$ cat src/rtl/dmem_arb_pkg.sv
// Shared definitions for the data-memory port arbiter.
//   - owner_e : which requester owns the read data returning next cycle
//   - DEF_WAIT_MAX / DEF_IO_BIT : default starvation bound and IO select bit
//   - WAIT_CW / STAT_W : starvation counter and statistics counter widths
//   - sat_inc : saturating increment for the statistics counters
package dmem_arb_pkg;

  localparam int unsigned DEF_WAIT_MAX = 4;
  localparam int unsigned DEF_IO_BIT   = 7;
  localparam int unsigned WAIT_CW      = 4;
  localparam int unsigned STAT_W       = 16;

  typedef enum logic [1:0] {
    OWN_NONE = 2'd0,
    OWN_A    = 2'd1,
    OWN_B    = 2'd2
  } owner_e;

  // Increment that sticks at all-ones instead of wrapping.
  function automatic logic [STAT_W-1:0] sat_inc(input logic [STAT_W-1:0] v);
    return (v == '1) ? v : v + STAT_W'(1);
  endfunction

endpackage

$ cat src/rtl/dmem_port_arbiter_if.sv
// Bundle of the two requester ports and the datamem/IO side of the arbiter.
//   Port A / port B : req, we, addr, wdata in; gnt, rvalid, rdata out
//                     (stall_a for A only, err_b for B only)
//   Memory side     : mem_addr, mem_datain, mem_we out; mem_dataout in
//   slave  modport  : arbiter view
//   master modport  : requesters + memory view (used by the bench)
interface dmem_port_arbiter_if #(
  parameter int unsigned AW = 32,
  parameter int unsigned DW = 32
);

  logic          req_a;
  logic          we_a;
  logic [AW-1:0] addr_a;
  logic [DW-1:0] wdata_a;
  logic          gnt_a;
  logic          stall_a;
  logic          rvalid_a;
  logic [DW-1:0] rdata_a;

  logic          req_b;
  logic          we_b;
  logic [AW-1:0] addr_b;
  logic [DW-1:0] wdata_b;
  logic          gnt_b;
  logic          rvalid_b;
  logic [DW-1:0] rdata_b;
  logic          err_b;

  logic [AW-1:0] mem_addr;
  logic [DW-1:0] mem_datain;
  logic          mem_we;
  logic [DW-1:0] mem_dataout;

  modport slave (
    input  req_a, we_a, addr_a, wdata_a,
    input  req_b, we_b, addr_b, wdata_b,
    input  mem_dataout,
    output gnt_a, stall_a, rvalid_a, rdata_a,
    output gnt_b, rvalid_b, rdata_b, err_b,
    output mem_addr, mem_datain, mem_we
  );

  modport master (
    output req_a, we_a, addr_a, wdata_a,
    output req_b, we_b, addr_b, wdata_b,
    output mem_dataout,
    input  gnt_a, stall_a, rvalid_a, rdata_a,
    input  gnt_b, rvalid_b, rdata_b, err_b,
    input  mem_addr, mem_datain, mem_we
  );

endinterface

$ cat src/rtl/dmem_arb_wait_ctr.sv
// Saturating starvation counter for one low-priority requester.
//   clock, reset : clock and async active-high reset
//   i_req        : requester is asking this cycle
//   i_gnt        : requester was granted this cycle
//   o_force_c    : counter has reached WAIT_MAX, requester must win next
module dmem_arb_wait_ctr
  import dmem_arb_pkg::*;
#(
  parameter int unsigned WAIT_MAX = DEF_WAIT_MAX
) (
  input  logic clock,
  input  logic reset,
  input  logic i_req,
  input  logic i_gnt,
  output logic o_force_c
);

  localparam logic [WAIT_CW-1:0] LP_MAX = WAIT_CW'(WAIT_MAX);

  logic [WAIT_CW-1:0] r_cnt;

  // Count refused cycles; any grant or a dropped request restarts the count.
  always_ff @(posedge clock or posedge reset) begin
    if (reset) begin
      r_cnt <= '0;
    end else if (!i_req || i_gnt) begin
      r_cnt <= '0;
    end else if (r_cnt != LP_MAX) begin
      r_cnt <= r_cnt + WAIT_CW'(1);
    end
  end

  assign o_force_c = (r_cnt == LP_MAX);

endmodule

$ cat src/rtl/dmem_port_arbiter.sv
// Two-port arbiter in front of the datamem/IO block.
//   clock, reset : clock and async active-high reset
//   bus          : slave modport; port A (CPU MEM stage, priority),
//                  port B (loader/DMA, starvation-bounded) and memory side
//   conflict_cnt : cycles with both ports requesting (optional, saturating)
//   force_cnt    : B grants won through the starvation bound (optional)
// Optional statistics are built when DMEM_ARB_STATS_EN is defined.
// gnt/stall/mem_* are combinational from requests and registered state;
// rvalid/err come from registers, rdata passes the memory's registered
// dataout to the owning port and otherwise holds its last value.
module dmem_port_arbiter
  import dmem_arb_pkg::*;
#(
  parameter int unsigned AW       = 32,
  parameter int unsigned DW       = 32,
  parameter int unsigned WAIT_MAX = DEF_WAIT_MAX,
  parameter int unsigned IO_BIT   = DEF_IO_BIT
) (
  input  logic clock,
  input  logic reset,
  dmem_port_arbiter_if.slave bus
`ifdef DMEM_ARB_STATS_EN
  ,
  output logic [STAT_W-1:0] conflict_cnt,
  output logic [STAT_W-1:0] force_cnt
`endif
);

  logic          w_req_a;
  logic          w_req_b;
  logic          w_force_b;
  logic          w_gnt_a;
  logic          w_gnt_b;
  logic          w_b_io_wr;
  logic [AW-1:0] w_mem_addr;
  logic [DW-1:0] w_mem_datain;
  logic          w_mem_we;

  logic [AW-1:0] r_mem_addr;
  logic [DW-1:0] r_mem_datain;
  logic [DW-1:0] r_rdata_a;
  logic [DW-1:0] r_rdata_b;
  logic          r_err_b;
  owner_e        r_own;
  owner_e        w_own_nxt;

  // Requests are masked while reset is held so every output reads 0.
  assign w_req_a = bus.req_a & ~reset;
  assign w_req_b = bus.req_b & ~reset;

  dmem_arb_wait_ctr #(
    .WAIT_MAX (WAIT_MAX)
  ) u_wait_b (
    .clock     (clock),
    .reset     (reset),
    .i_req     (w_req_b),
    .i_gnt     (w_gnt_b),
    .o_force_c (w_force_b)
  );

  // A wins unless B has been refused WAIT_MAX times in a row.
  assign w_gnt_b   = w_req_b & (~w_req_a | w_force_b);
  assign w_gnt_a   = w_req_a & ~w_gnt_b;
  assign w_b_io_wr = bus.we_b & bus.addr_b[IO_BIT];

  assign bus.gnt_a   = w_gnt_a;
  assign bus.gnt_b   = w_gnt_b;
  assign bus.stall_a = w_req_a & ~w_gnt_a;

  // Memory-side mux; idle cycles replay the last address/data.
  always_comb begin
    w_mem_addr   = r_mem_addr;
    w_mem_datain = r_mem_datain;
    w_mem_we     = 1'b0;
    if (w_gnt_a) begin
      w_mem_addr   = bus.addr_a;
      w_mem_datain = bus.wdata_a;
      w_mem_we     = bus.we_a;
    end else if (w_gnt_b) begin
      w_mem_addr   = bus.addr_b;
      w_mem_datain = bus.wdata_b;
      w_mem_we     = bus.we_b & ~w_b_io_wr;
    end
  end

  assign bus.mem_addr   = w_mem_addr;
  assign bus.mem_datain = w_mem_datain;
  assign bus.mem_we     = w_mem_we;

  // Hold registers for the memory address/data bus.
  always_ff @(posedge clock or posedge reset) begin
    if (reset) begin
      r_mem_addr   <= '0;
      r_mem_datain <= '0;
    end else begin
      r_mem_addr   <= w_mem_addr;
      r_mem_datain <= w_mem_datain;
    end
  end

  // Read-owner state register.
  always_ff @(posedge clock or posedge reset) begin
    if (reset) begin
      r_own <= OWN_NONE;
    end else begin
      r_own <= w_own_nxt;
    end
  end

  // Next owner follows this cycle's granted read; writes and idle give NONE.
  always_comb begin
    w_own_nxt = OWN_NONE;
    if (w_gnt_a && !bus.we_a) begin
      w_own_nxt = OWN_A;
    end else if (w_gnt_b && !bus.we_b) begin
      w_own_nxt = OWN_B;
    end
  end

  // Capture returned data so a port keeps showing its last read.
  always_ff @(posedge clock or posedge reset) begin
    if (reset) begin
      r_rdata_a <= '0;
      r_rdata_b <= '0;
    end else begin
      if (r_own == OWN_A) r_rdata_a <= bus.mem_dataout;
      if (r_own == OWN_B) r_rdata_b <= bus.mem_dataout;
    end
  end

  assign bus.rvalid_a = (r_own == OWN_A);
  assign bus.rvalid_b = (r_own == OWN_B);
  assign bus.rdata_a  = (r_own == OWN_A) ? bus.mem_dataout : r_rdata_a;
  assign bus.rdata_b  = (r_own == OWN_B) ? bus.mem_dataout : r_rdata_b;

  // One-cycle error pulse after a blocked IO write from B.
  always_ff @(posedge clock or posedge reset) begin
    if (reset) begin
      r_err_b <= 1'b0;
    end else begin
      r_err_b <= w_gnt_b & w_b_io_wr;
    end
  end

  assign bus.err_b = r_err_b;

`ifdef DMEM_ARB_STATS_EN
  logic [STAT_W-1:0] r_conflict_cnt;
  logic [STAT_W-1:0] r_force_cnt;

  // A B grant while A also requests can only come from the starvation bound.
  always_ff @(posedge clock or posedge reset) begin
    if (reset) begin
      r_conflict_cnt <= '0;
      r_force_cnt    <= '0;
    end else begin
      if (w_req_a & w_req_b) r_conflict_cnt <= sat_inc(r_conflict_cnt);
      if (w_gnt_b & w_req_a) r_force_cnt    <= sat_inc(r_force_cnt);
    end
  end

  assign conflict_cnt = r_conflict_cnt;
  assign force_cnt    = r_force_cnt;
`endif

endmodule

$ cat src/flat_wrapper.sv
// flat-port wrapper written by rule: the top's interface ports become plain ports
module dmem_port_arbiter_flat import dmem_arb_pkg::*;
#(
  parameter int unsigned AW       = 32,
  parameter int unsigned DW       = 32,
  parameter int unsigned WAIT_MAX = DEF_WAIT_MAX,
  parameter int unsigned IO_BIT   = DEF_IO_BIT
)
  (clock, reset, bus_req_a, bus_we_a, bus_addr_a, bus_wdata_a, bus_req_b, bus_we_b, bus_addr_b, bus_wdata_b, bus_mem_dataout, bus_gnt_a, bus_stall_a, bus_rvalid_a, bus_rdata_a, bus_gnt_b, bus_rvalid_b, bus_rdata_b, bus_err_b, bus_mem_addr, bus_mem_datain, bus_mem_we);
  dmem_port_arbiter_if #(.AW(AW), .DW(DW)) bus_i ();
  input  logic clock;
  input  logic reset;
  input wire logic [$bits(bus_i.req_a)-1:0] bus_req_a;
  input wire logic [$bits(bus_i.we_a)-1:0] bus_we_a;
  input wire logic [$bits(bus_i.addr_a)-1:0] bus_addr_a;
  input wire logic [$bits(bus_i.wdata_a)-1:0] bus_wdata_a;
  input wire logic [$bits(bus_i.req_b)-1:0] bus_req_b;
  input wire logic [$bits(bus_i.we_b)-1:0] bus_we_b;
  input wire logic [$bits(bus_i.addr_b)-1:0] bus_addr_b;
  input wire logic [$bits(bus_i.wdata_b)-1:0] bus_wdata_b;
  input wire logic [$bits(bus_i.mem_dataout)-1:0] bus_mem_dataout;
  output wire logic [$bits(bus_i.gnt_a)-1:0] bus_gnt_a;
  output wire logic [$bits(bus_i.stall_a)-1:0] bus_stall_a;
  output wire logic [$bits(bus_i.rvalid_a)-1:0] bus_rvalid_a;
  output wire logic [$bits(bus_i.rdata_a)-1:0] bus_rdata_a;
  output wire logic [$bits(bus_i.gnt_b)-1:0] bus_gnt_b;
  output wire logic [$bits(bus_i.rvalid_b)-1:0] bus_rvalid_b;
  output wire logic [$bits(bus_i.rdata_b)-1:0] bus_rdata_b;
  output wire logic [$bits(bus_i.err_b)-1:0] bus_err_b;
  output wire logic [$bits(bus_i.mem_addr)-1:0] bus_mem_addr;
  output wire logic [$bits(bus_i.mem_datain)-1:0] bus_mem_datain;
  output wire logic [$bits(bus_i.mem_we)-1:0] bus_mem_we;
  assign bus_i.req_a = bus_req_a;
  assign bus_i.we_a = bus_we_a;
  assign bus_i.addr_a = bus_addr_a;
  assign bus_i.wdata_a = bus_wdata_a;
  assign bus_i.req_b = bus_req_b;
  assign bus_i.we_b = bus_we_b;
  assign bus_i.addr_b = bus_addr_b;
  assign bus_i.wdata_b = bus_wdata_b;
  assign bus_i.mem_dataout = bus_mem_dataout;
  assign bus_gnt_a = bus_i.gnt_a;
  assign bus_stall_a = bus_i.stall_a;
  assign bus_rvalid_a = bus_i.rvalid_a;
  assign bus_rdata_a = bus_i.rdata_a;
  assign bus_gnt_b = bus_i.gnt_b;
  assign bus_rvalid_b = bus_i.rvalid_b;
  assign bus_rdata_b = bus_i.rdata_b;
  assign bus_err_b = bus_i.err_b;
  assign bus_mem_addr = bus_i.mem_addr;
  assign bus_mem_datain = bus_i.mem_datain;
  assign bus_mem_we = bus_i.mem_we;
  dmem_port_arbiter #(.AW(AW), .DW(DW), .WAIT_MAX(WAIT_MAX), .IO_BIT(IO_BIT)) u_core (.clock(clock), .reset(reset), .bus(bus_i));
endmodule
$ cat config.mk
export PLATFORM = sky130hd
export DESIGN_NAME = dmem_port_arbiter_flat
export DESIGN_NICKNAME = d
export VERILOG_FILES = /design/src/rtl/dmem_arb_pkg.sv /design/src/rtl/dmem_port_arbiter_if.sv /design/src/rtl/dmem_arb_wait_ctr.sv /design/src/rtl/dmem_port_arbiter.sv /design/src/flat_wrapper.sv
export SDC_FILE = /design/constraint.sdc
export NUM_CORES = 1
export LEC_CHECK = 0
export ABC_AREA = 1
export BUFFER_PORTS_ARGS = -buffer_cell sky130_fd_sc_hd__buf_2
export CAP_MARGIN = 20
export CORE_UTILIZATION = 34
export CTS_BUF_LIST = sky130_fd_sc_hd__clkbuf_8
export DETAILED_ROUTE_END_ITERATION = 12
export GPL_TIMING_DRIVEN = 0
export MAX_ROUTING_LAYER = met4
export PLACE_DENSITY = 0.71
export SYNTH_ARGS = -nofsm -noshare
export SYNTH_HDL_FRONTEND = slang
export SYNTH_SLANG_ARGS = --single-unit
export TNS_END_PERCENT = 100
$ cat constraint.sdc
create_clock -name clock -period 12.66 [get_ports clock]
set_input_delay 3.798 -clock clock [delete_from_list [all_inputs] [get_ports clock]]
set_output_delay 3.798 -clock clock [all_outputs]
set_load 0.01 [all_outputs]
==> results of run 1 <==
==> registers in the layout (all words and copies together) (netlist names) <==
name                   count
u_core.u_wait_b.r_cnt      4
u_core.r_rdata_b          32
u_core.r_rdata_a          32
u_core.r_mem_addr         32
u_core.bus.err_b           1
u_core.r_own               2
u_core.r_mem_datain       32
==> kinds of logic (layout without fill, tap and decap cells) <==
| logic type | Yosys count | after routing | share of synthesized area [%] |
|---|---|---|---|
| AND/OR/NAND/NOR | 405 | 405 | 28.4 |
| adder cells (fa/ha/maj) | 2 | 2 | 0.399 |
| flip-flops | 135 | 135 | 53.9 |
| XOR/XNOR | 2 | 2 | 0.280 |
| buffers and inverters | 165 | 498 | 11.8 |
| AO/OA/AOI/OAI | 65 | 65 | 5.19 |
==> metal layers <==
metal | GRT usage, % | vias to the layer above | part of all wire [%]
met2 | 31.6 | 204 | 49
met3 | 3.83 | 20 | 5.5
met5 | - | - | 0
li1 | - | 3098 | -
met4 | 6.76 | 0 | 1.6
met1 | 26.1 | 2932 | 44
==> critical path: stages <==
cell,delay (ns)
buf_2,0.14
inv_6,0.36
buf_16,0.38
nand2_2,0.12
inv_2,0.09
buf_6,0.16
buf_4,0.18
nand3_1,0.08
nand2_1,0.07
clkinv_1,0.05
nand2_1,0.10
buf_2,0.15
==> cells in the mapped netlist (all sizes together) <==
| cell type | n | area share, % |
|---|---|---|
| nor2 | 10 | 0.72 |
| buf | 41 | 4.3 |
| ha | 2 | 0.40 |
| nand3 | 196 | 16 |
| o21ai | 65 | 5.2 |
| inv | 91 | 5.5 |
| dfrtp | 135 | 54 |
| nand2 | 199 | 12 |
| xnor2 | 1 | 0.14 |
| clkinv | 19 | 1.1 |
| xor2 | 1 | 0.14 |
| clkbuf | 14 | 0.84 |
==> how the worst max path moves through the flow <==
stage	cells after the start	to	slack (ns)
floorplan	9	bus_mem_addr[14]	1.36
global placement	11	bus_mem_datain[18]	-0.18
detailed placement	12	bus_mem_datain[18]	3.05
CTS	12	bus_mem_datain[18]	3.05
global route	10	bus_mem_addr[28]	2.82
finish	12	bus_mem_datain[18]	3.11
==> cell type report <==
class	instances	area, um2	share of cell area [%]
inverter	110	418	4.89
clock buffer	21	289	3.38
timing repair buffer	301	1530	17.9
sequential	135	3380	39.5
buffer	55	324	3.79
clock inverter	11	169	1.98
tap	229	287	3.35
multi-input combinational	474	2150	25.2
==> stage by stage <==
step	util (%)	instance area, um2	setup slack, ns	instances	TNS (ns)
floorplan	-	6260	1.36	774	0
detailed placement	44.8	8080	3.05	1304	0
global route	47.4	8540	2.82	1336	0
finish	47.4	8540	3.11	1336	0
global placement	44.7	8050	-0.182	1303	-8.98
CTS	47.4	8540	3.05	1336	0
==> report_power, final <==
part,internal (mW),total [mW],switching (mW)
combinational,0.118,0.300,0.182
clock,0.236,0.408,0.172
sequential,0.501,0.521,0.0191
total,0.856,1.23,0.373
==> results.json, run 1 <==
{
  "path_max_fanout": 84,
  "drt_iter0_drc": 271,
  "syn_area_um2": 6260,
  "grt_usage_pct": 20.1,
  "timing.final.crit_share_pct": 75.4,
  "layout_common_cells": "319 x buf_2, 196 x nand3_1, 196 x nand2_1, 135 x dfrtp_1, 85 x inv_1",
  "post_route_cells_drive_above_1_share_pct": 34.7,
  "grt_pass1_vias": 5608,
  "syn_inst": 774,
  "path_class": "input port to output port",
  "r2r-end": "u_core.r_mem_addr[28]",
  "hold_start": "u_core.u_wait_b.r_cnt[0]",
  "start_kind": "input port",
  "holdPathEnd": "u_core.u_wait_b.r_cnt[0]",
  "clock_skew_ns": 0.00980,
  "cp.arrival_ns": 5.75,
  "gp_congestion": 0.884,
  "port_buffers": 300,
  "floorplan.rows": 49,
  "cts_setup_buffers": 0,
  "ys_warn_count": 0,
  "syn2layout_area_growth_pct": 36.4,
  "antenna_found_initial": 0,
  "root_buffer": "clkbuf_8",
  "p_total_mw": 1.23,
  "clk_transition_reported_paths_ns": 0.07,
  "dp_hpwl_mm": 14.0,
  "cts_tree": "built",
  "clockBufferDepth": 2,
  "synth_fp_nets": 942,
  "finalMaxSlewViolations": 0,
  "die_x_um": 138,
  "hold_class": "register to register",
  "diodes": 0,
  "maxSlewHeadroom_pct": 64.6,
  "wl_per_cell_um": 14.0,
  "ios": 301,
  "core_um2": 18000,
  "via_per_inst": 4.68,
  "post_cts_resize_count": 0,
  "clkLatencyLatePin_ns": 0.44,
  "firstDrtPassIters": 5,
  "drc": 0,
  "dieArea_um2": 19000,
  "rsz0062_at_grt": "false",
  "seq_area_frac_synth_pct": 53.9,
  "final_common_cell": "buf_2",
  "postCtsHoldBufs": 0,
  "synth_area_per_cell_um2": 8.09,
  "power_density_nw_per_um2": 144,
  "crit_path_end_kind": "output port",
  "r2r_cells": 8,
  "antenna_left": 0,
  "fin_hold_ws_ns": 0.487,
  "peakVddDrop_mv": 0.0652,
  "finalHoldViolations": 0,
  "die_h_um": 138,
  "nets": 1262,
  "initial_core_util_pct": 34.7,
  "setup_viol": 0,
  "worst_pin_slew_ns": 0.531,
  "grt_overflow_total": 0,
  "htree_num_levels": 4,
  "period_needed_ns": 9.55,
  "cp.required_ns": 8.86,
  "fmax_ghz": 0.105,
  "status": "complete, no violations",
  "maxCapViolations": 0,
  "reg2reg_slack_ns": 10.99,
  "cts_buffers": 17,
  "finalWirelength_mm": 18.7,
  "ys_seq_elements": 135,
  "holdPathStages": 1,
  "cts_sinks": 135,
  "grt_start_max_net_pins": 85,
  "crit_start": "reset",
  "vias": 6254,
  "n_fill_cell": 1824,
  "grt_pass1_wl_mm": 28.2,
  "yosysUniqueCellTypes": 17,
  "power.leakage_nw": 4.99,
  "r2r-start": "u_core.u_wait_b.r_cnt[0]"
}
Power figures use the tool's default switching activity.
==> run 2: changes to the inputs <==
ABC_AREA = 0   (was 1)
PLACE_DENSITY = 0.73   (was 0.71)
clock period = 9.1 ns   (was 12.66 ns; I/O delays follow)
==> results.json, run 2 <==
{
  "switching_share_pct": 28.4,
  "n_fill_cell": 1449,
  "period_needed_ns": 7.05,
  "grt_pass1_wl_mm": 21.8,
  "syn_area_um2": 5500,
  "crit_chain": "buf_2 -> nand2b_1 -> a21oi_2 -> buf_2 -> buf_4 -> a221o_1 -> buf_2",
  "ys_top_cells_by_count": "135 x dfrtp_1, 64 x a221o_1, 64 x mux2_2",
  "synthArstFlopShare_pct": 100,
  "cts_setup_buffers": 0,
  "yosysUniqueCellTypes": 24,
  "synth_most_common_cell": "dfrtp_1",
  "crit_start": "reset",
  "status": "complete, no violations",
  "yosys.area.top_type_share_pct": 61.5,
  "floorplan.rows": 46,
  "worst_pin_slew_ns": 0.570,
  "seqCellArea_um2": 3380,
  "synth_top_area_cell": "dfrtp_1",
  "slowest_stage": "a21oi_2",
  "port_buffers": 300,
  "crit_path_end_kind": "output port",
  "final_common_cell": "buf_2",
  "dieArea_um2": 16700,
  "firstDrtPassIters": 4,
  "start_kind": "input port",
  "timing.final.crit_share_pct": 77.5,
  "finalWirelength_mm": 14.8,
  "power.leakage_nw": 3.91,
  "post_route_cells_drive_above_1_share_pct": 57.7,
  "pwr-share-clk_pct": 32.1,
  "layout_common_cells": "310 x buf_2, 135 x dfrtp_1, 64 x a221o_1, 64 x mux2_2, 62 x and2_1",
  "die_x_um": 129,
  "instances_no_fill": 935,
  "netlist_top_cells_area": "dfrtp_1 61%, mux2_2 13%, a221o_1 12%",
  "grt_overflow_total": 0,
  "htree_num_levels": 4,
  "clockBufferDepth": 2,
  "syn_inst": 386,
  "peakVddDrop_mv": 0.110,
  "crit_path_frequent_cell": "buf_2",
  "p_int_mw": 1.17,
  "place_inst": 903,
  "hold_start": "u_core.u_wait_b.r_cnt[0]",
  "multi_input_area_um2": 1940,
  "rsz0062_at_grt": "false",
  "r2r-end": "u_core.r_mem_addr[10]",
  "clock_skew_ns": 0.0149,
  "grt_pass1_vias": 4219,
  "path_max_fanout": 10,
  "cp.required_ns": 6.37,
  "vias": 4457,
  "ys_warn_count": 0,
  "clk_transition_reported_paths_ns": 0.07,
  "synth_edf_count": 0,
  "cts_tree": "built",
  "cts_sinks": 135,
  "path_class": "input port to output port",
  "p_total_mw": 1.63,
  "seq_area_frac_synth_pct": 61.5,
  "finalMaxSlewViolations": 0,
  "maxCapViolations": 0,
  "utilization_pct": 48.8,
  "finalHoldViolations": 0,
  "grt_start_max_net_pins": 75,
  "postCtsHoldBufs": 0,
  "power.switching_mw": 0.463,
  "antenna_left": 0,
  "reg2reg_slack_ns": 7.12,
  "syn2layout_area_growth_pct": 40.5,
  "drt_iter0_drc": 175,
  "dp_hpwl_mm": 11.4,
  "hold_class": "register to register",
  "power_density_nw_per_um2": 211,
  "synth_area_per_cell_um2": 14.2,
  "tns_ns": 0,
  "setup_viol": 0,
  "post_cts_resize_count": 0,
  "cp.arrival_ns": 4.32,
  "holdPathEnd": "u_core.u_wait_b.r_cnt[0]",
  "diodes": 0,
  "wl_per_cell_um": 15.9,
  "synth_fp_nets": 554,
  "fmax_ghz": 0.142,
  "root_buffer": "clkbuf_8",
  "initial_core_util_pct": 34.7,
  "gp_congestion": 0.837,
  "die_h_um": 129,
  "r2r-start": "u_core.u_wait_b.r_cnt[0]",
  "core_um2": 15800,
  "drc": 0,
  "holdPathStages": 1,
  "grt_usage_pct": 18.1,
  "clkLatencyLatePin_ns": 0.44,
  "via_per_inst": 4.77,
  "r2r_cells": 7,
  "synth_ff_type": "dfrtp_1",
  "antenna_found_initial": 0,
  "ios": 301,
  "cts_buffers": 17,
  "sequentialPowerShare_pct": 44.1,
  "nets": 874,
  "cp_slowest_stage_delay_ns": 0.36,
  "combPwrFrac_pct": 23.8,
  "maxSlewHeadroom_pct": 62.0,
  "ys_seq_elements": 135
}
## run 2: critical path, delay by kind of cell
| kind | cells | cell delay (ns) |
|---|---|---|
| compound gates | 2 | 0.58 |
| simple gates | 1 | 0.16 |
| buf+inv | 4 | 0.85 |
## run 2: final cells by class
type                            instances  share of cell area, %
Clock buffer                           18                   3.21
Timing Repair Buffer                  301                   19.8
Buffer                                 28                   2.06
Multi-Input combinational cell        217                   25.1
Inverter                                6                  0.357
Clock inverter                         14                   2.24
Sequential cell                       135                   43.8
Tap cell                              216                   3.50
## run 2: worst max-delay path by stage
stage	end	slack [ns]	cells after the start
4_1_cts	bus_mem_addr[10]	1.99	7
5_1_grt	bus_mem_addr[1]	1.90	6
2_1_floorplan	bus_mem_addr[0]	2.73	5
3_3_place_gp	u_core.r_rdata_b[13]	1.33	2
3_5_place_dp	bus_mem_addr[10]	1.99	7
6_report	bus_mem_addr[10]	2.05	7
## run 2: metrics by stage
stage               setup WS, ns  cell area, um2  hold WS, ns
finish                      2.05            7720        0.485
global route                1.90            7720        0.508
CTS                         1.99            7720        0.487
detailed placement          1.99            7300        0.478
global placement            1.33            7270        0.475
floorplan                   2.73            5500        0.453
## run 2: cell families (layout without fill, tap and decap cells)
| logic type | Yosys count | count (layout) | synth area share (%) |
|---|---|---|---|
| AOI/OAI and AO/OA | 67 | 67 | 12.2 |
| DFF | 135 | 135 | 61.5 |
| and+or+nand+nor | 82 | 82 | 9.13 |
| xor gates and xnor gates | 2 | 2 | 0.319 |
| adders and majority gates | 2 | 2 | 0.455 |
| buffers and inverters | 34 | 367 | 3.30 |
| muxes | 64 | 64 | 13.1 |
## run 2: routing by layer
metal	global-route usage [%]	up-vias	share of wire, %
li1	-	2074	-
met3	4.17	11	6.6
met2	29.9	203	50
met5	-	-	0
met1	21.6	2169	42
met4	5.95	0	1.1
## run 2: power by group through the flow
stage	clock network, mW	logic, mW	registers, mW
after global placement	0	0.384	0.726
after CTS	0.537	0.393	0.718
after detailed placement	0	0.391	0.730
after floorplan	0	0.220	0.723
after global routing	0.561	0.425	0.728
final	0.523	0.388	0.718
==> run 3: changes to the inputs <==
ABC_AREA = 1   (was 0)
clock period = 6 ns   (was 9.1 ns; I/O delays follow)
==> results.json, run 3 (synthesis gave the netlist of run 1 again) <==
{
  "rsz0062_at_grt": "false",
  "power_density_nw_per_um2": 287,
  "drt_iter0_drc": 277,
  "maxSlewHeadroom_pct": 47.1,
  "die_h_um": 138,
  "instances_no_fill": 1340,
  "setup_viol": 0,
  "reg2reg_slack_ns": 4.31,
  "vias": 6302,
  "grt_pass1_wl_mm": 29.2,
  "clkLatencyLatePin_ns": 0.45,
  "cp.required_ns": 4.20,
  "path_max_fanout": 29,
  "htree_num_levels": 4,
  "r2r-start": "u_core.u_wait_b.r_cnt[0]",
  "antenna_left": 0,
  "dp_hpwl_mm": 14.8,
  "layout_common_cells": "314 x buf_2, 175 x nand3_1, 137 x nand2_1, 135 x dfrtp_1, 85 x inv_1",
  "cp.arrival_ns": 3.73,
  "peakVddDrop_mv": 0.178,
  "clock_skew_ns": 0.0125,
  "antenna_found_initial": 1,
  "finalWirelength_mm": 19.7,
  "fin_hold_ws_ns": 0.496,
  "post_route_cells_drive_above_1_share_pct": 42.2,
  "timing.final.crit_share_pct": 92.2,
  "final_common_cell": "buf_2",
  "port_buffers": 300,
  "cts_buffers": 17,
  "period_needed_ns": 5.53,
  "holdPathStages": 2,
  "nets": 1265,
  "worst_pin_slew_ns": 0.789,
  "ios": 301,
  "tns_ns": 0,
  "maxCapViolations": 0,
  "root_buffer": "clkbuf_8",
  "syn2layout_area_growth_pct": 40.7,
  "grt_usage_pct": 21.1,
  "via_per_inst": 4.70,
  "core_um2": 18000,
  "firstDrtPassIters": 5,
  "grt_pass1_vias": 5714,
  "initial_core_util_pct": 34.7,
  "fmax_ghz": 0.181,
  "r2r-end": "u_core.r_mem_datain[17]",
  "die_x_um": 138,
  "status": "complete, no violations",
  "crit_path_end_kind": "output port",
  "start_kind": "input port",
  "cts_tree": "built",
  "dieArea_um2": 19000,
  "cts_setup_buffers": 0,
  "hold_start": "u_core.r_rdata_b[11]",
  "finalHoldViolations": 0,
  "drc": 0,
  "post_cts_resize_count": 0,
  "finalMaxSlewViolations": 0,
  "clk_transition_reported_paths_ns": 0.08,
  "grt_overflow_total": 0,
  "clockBufferDepth": 2,
  "cts_sinks": 135,
  "hold_class": "register to register",
  "path_class": "input port to output port",
  "place_inst": 1306,
  "holdPathEnd": "u_core.r_rdata_b[11]",
  "postCtsHoldBufs": 0,
  "wl_per_cell_um": 14.7,
  "n_fill_cell": 1753,
  "grt_start_max_net_pins": 45,
  "power.leakage_nw": 4.98,
  "r2r_cells": 8,
  "floorplan.rows": 49,
  "gp_congestion": 0.866
}
[run 3: layout make-up]
cell class / count / area, um2 / area share [%]
Sequential cell: 135 / 3380 / 38.3
Multi-Input combinational cell: 474 / 2400 / 27.3
Timing Repair Buffer: 303 / 1560 / 17.7
Inverter: 110 / 417 / 4.73
Buffer: 55 / 367 / 4.16
Tap cell: 229 / 287 / 3.25
Clock buffer: 17 / 234 / 2.65
Clock inverter: 15 / 158 / 1.79
Timing Repair inverter: 1 / 5.00 / 0.0568
Antenna cell: 1 / 2.50 / 0.0284
[run 3: how the worst max path moves through the flow]
stage / from / endpoint / depth (start not counted)
floorplan: reset / bus_mem_addr[10] / 8
global placement: reset / bus_mem_datain[16] / 9
detailed placement: reset / bus_mem_datain[17] / 10
CTS: reset / bus_mem_datain[17] / 10
global route: reset / bus_mem_datain[17] / 10
finish: reset / bus_mem_datain[17] / 10
[run 3: metal layers]
metal	wire, um	track usage (%)	vias to the layer above
met5	0	-	-
met4	320	7.25	0
met3	1310	5.22	26
met2	9620	34.4	228
met1	8470	25.4	2933
li1	-	-	3115
[run 3: worst max-delay path: stages]
cell and delay, ns:
buf_2 0.17, clkinvlp_4 0.36, buf_12 0.31, nand2_2 0.10, inv_2 0.05, nand2_2 0.20
buf_2 0.32, nand3_1 0.15, nand2_2 0.11, buf_2 0.14
[run 3: where the power goes]
part	internal, mW	leakage [nW]	switching, mW	total (mW)
clock	0.345	0.194	0.419	0.764
sequential	1.06	1.68	0.0386	1.10
combinational	0.265	3.11	0.402	0.666
[run 3: per-stage QoR]
stage / cell area [um2] / setup slack [ns] / total power [mW] / utilization (%)
after CTS: 8810 / 0.121 / 2.55 / 48.9
after floorplan: 6570 / -0.420 / 1.49 / -
final: 8810 / 0.468 / 2.53 / 48.9
after detailed placement: 8410 / 0.131 / 1.78 / 46.7
after global routing: 8810 / 0.316 / 2.68 / 48.9
after global placement: 8350 / -1.90 / 1.77 / 46.3
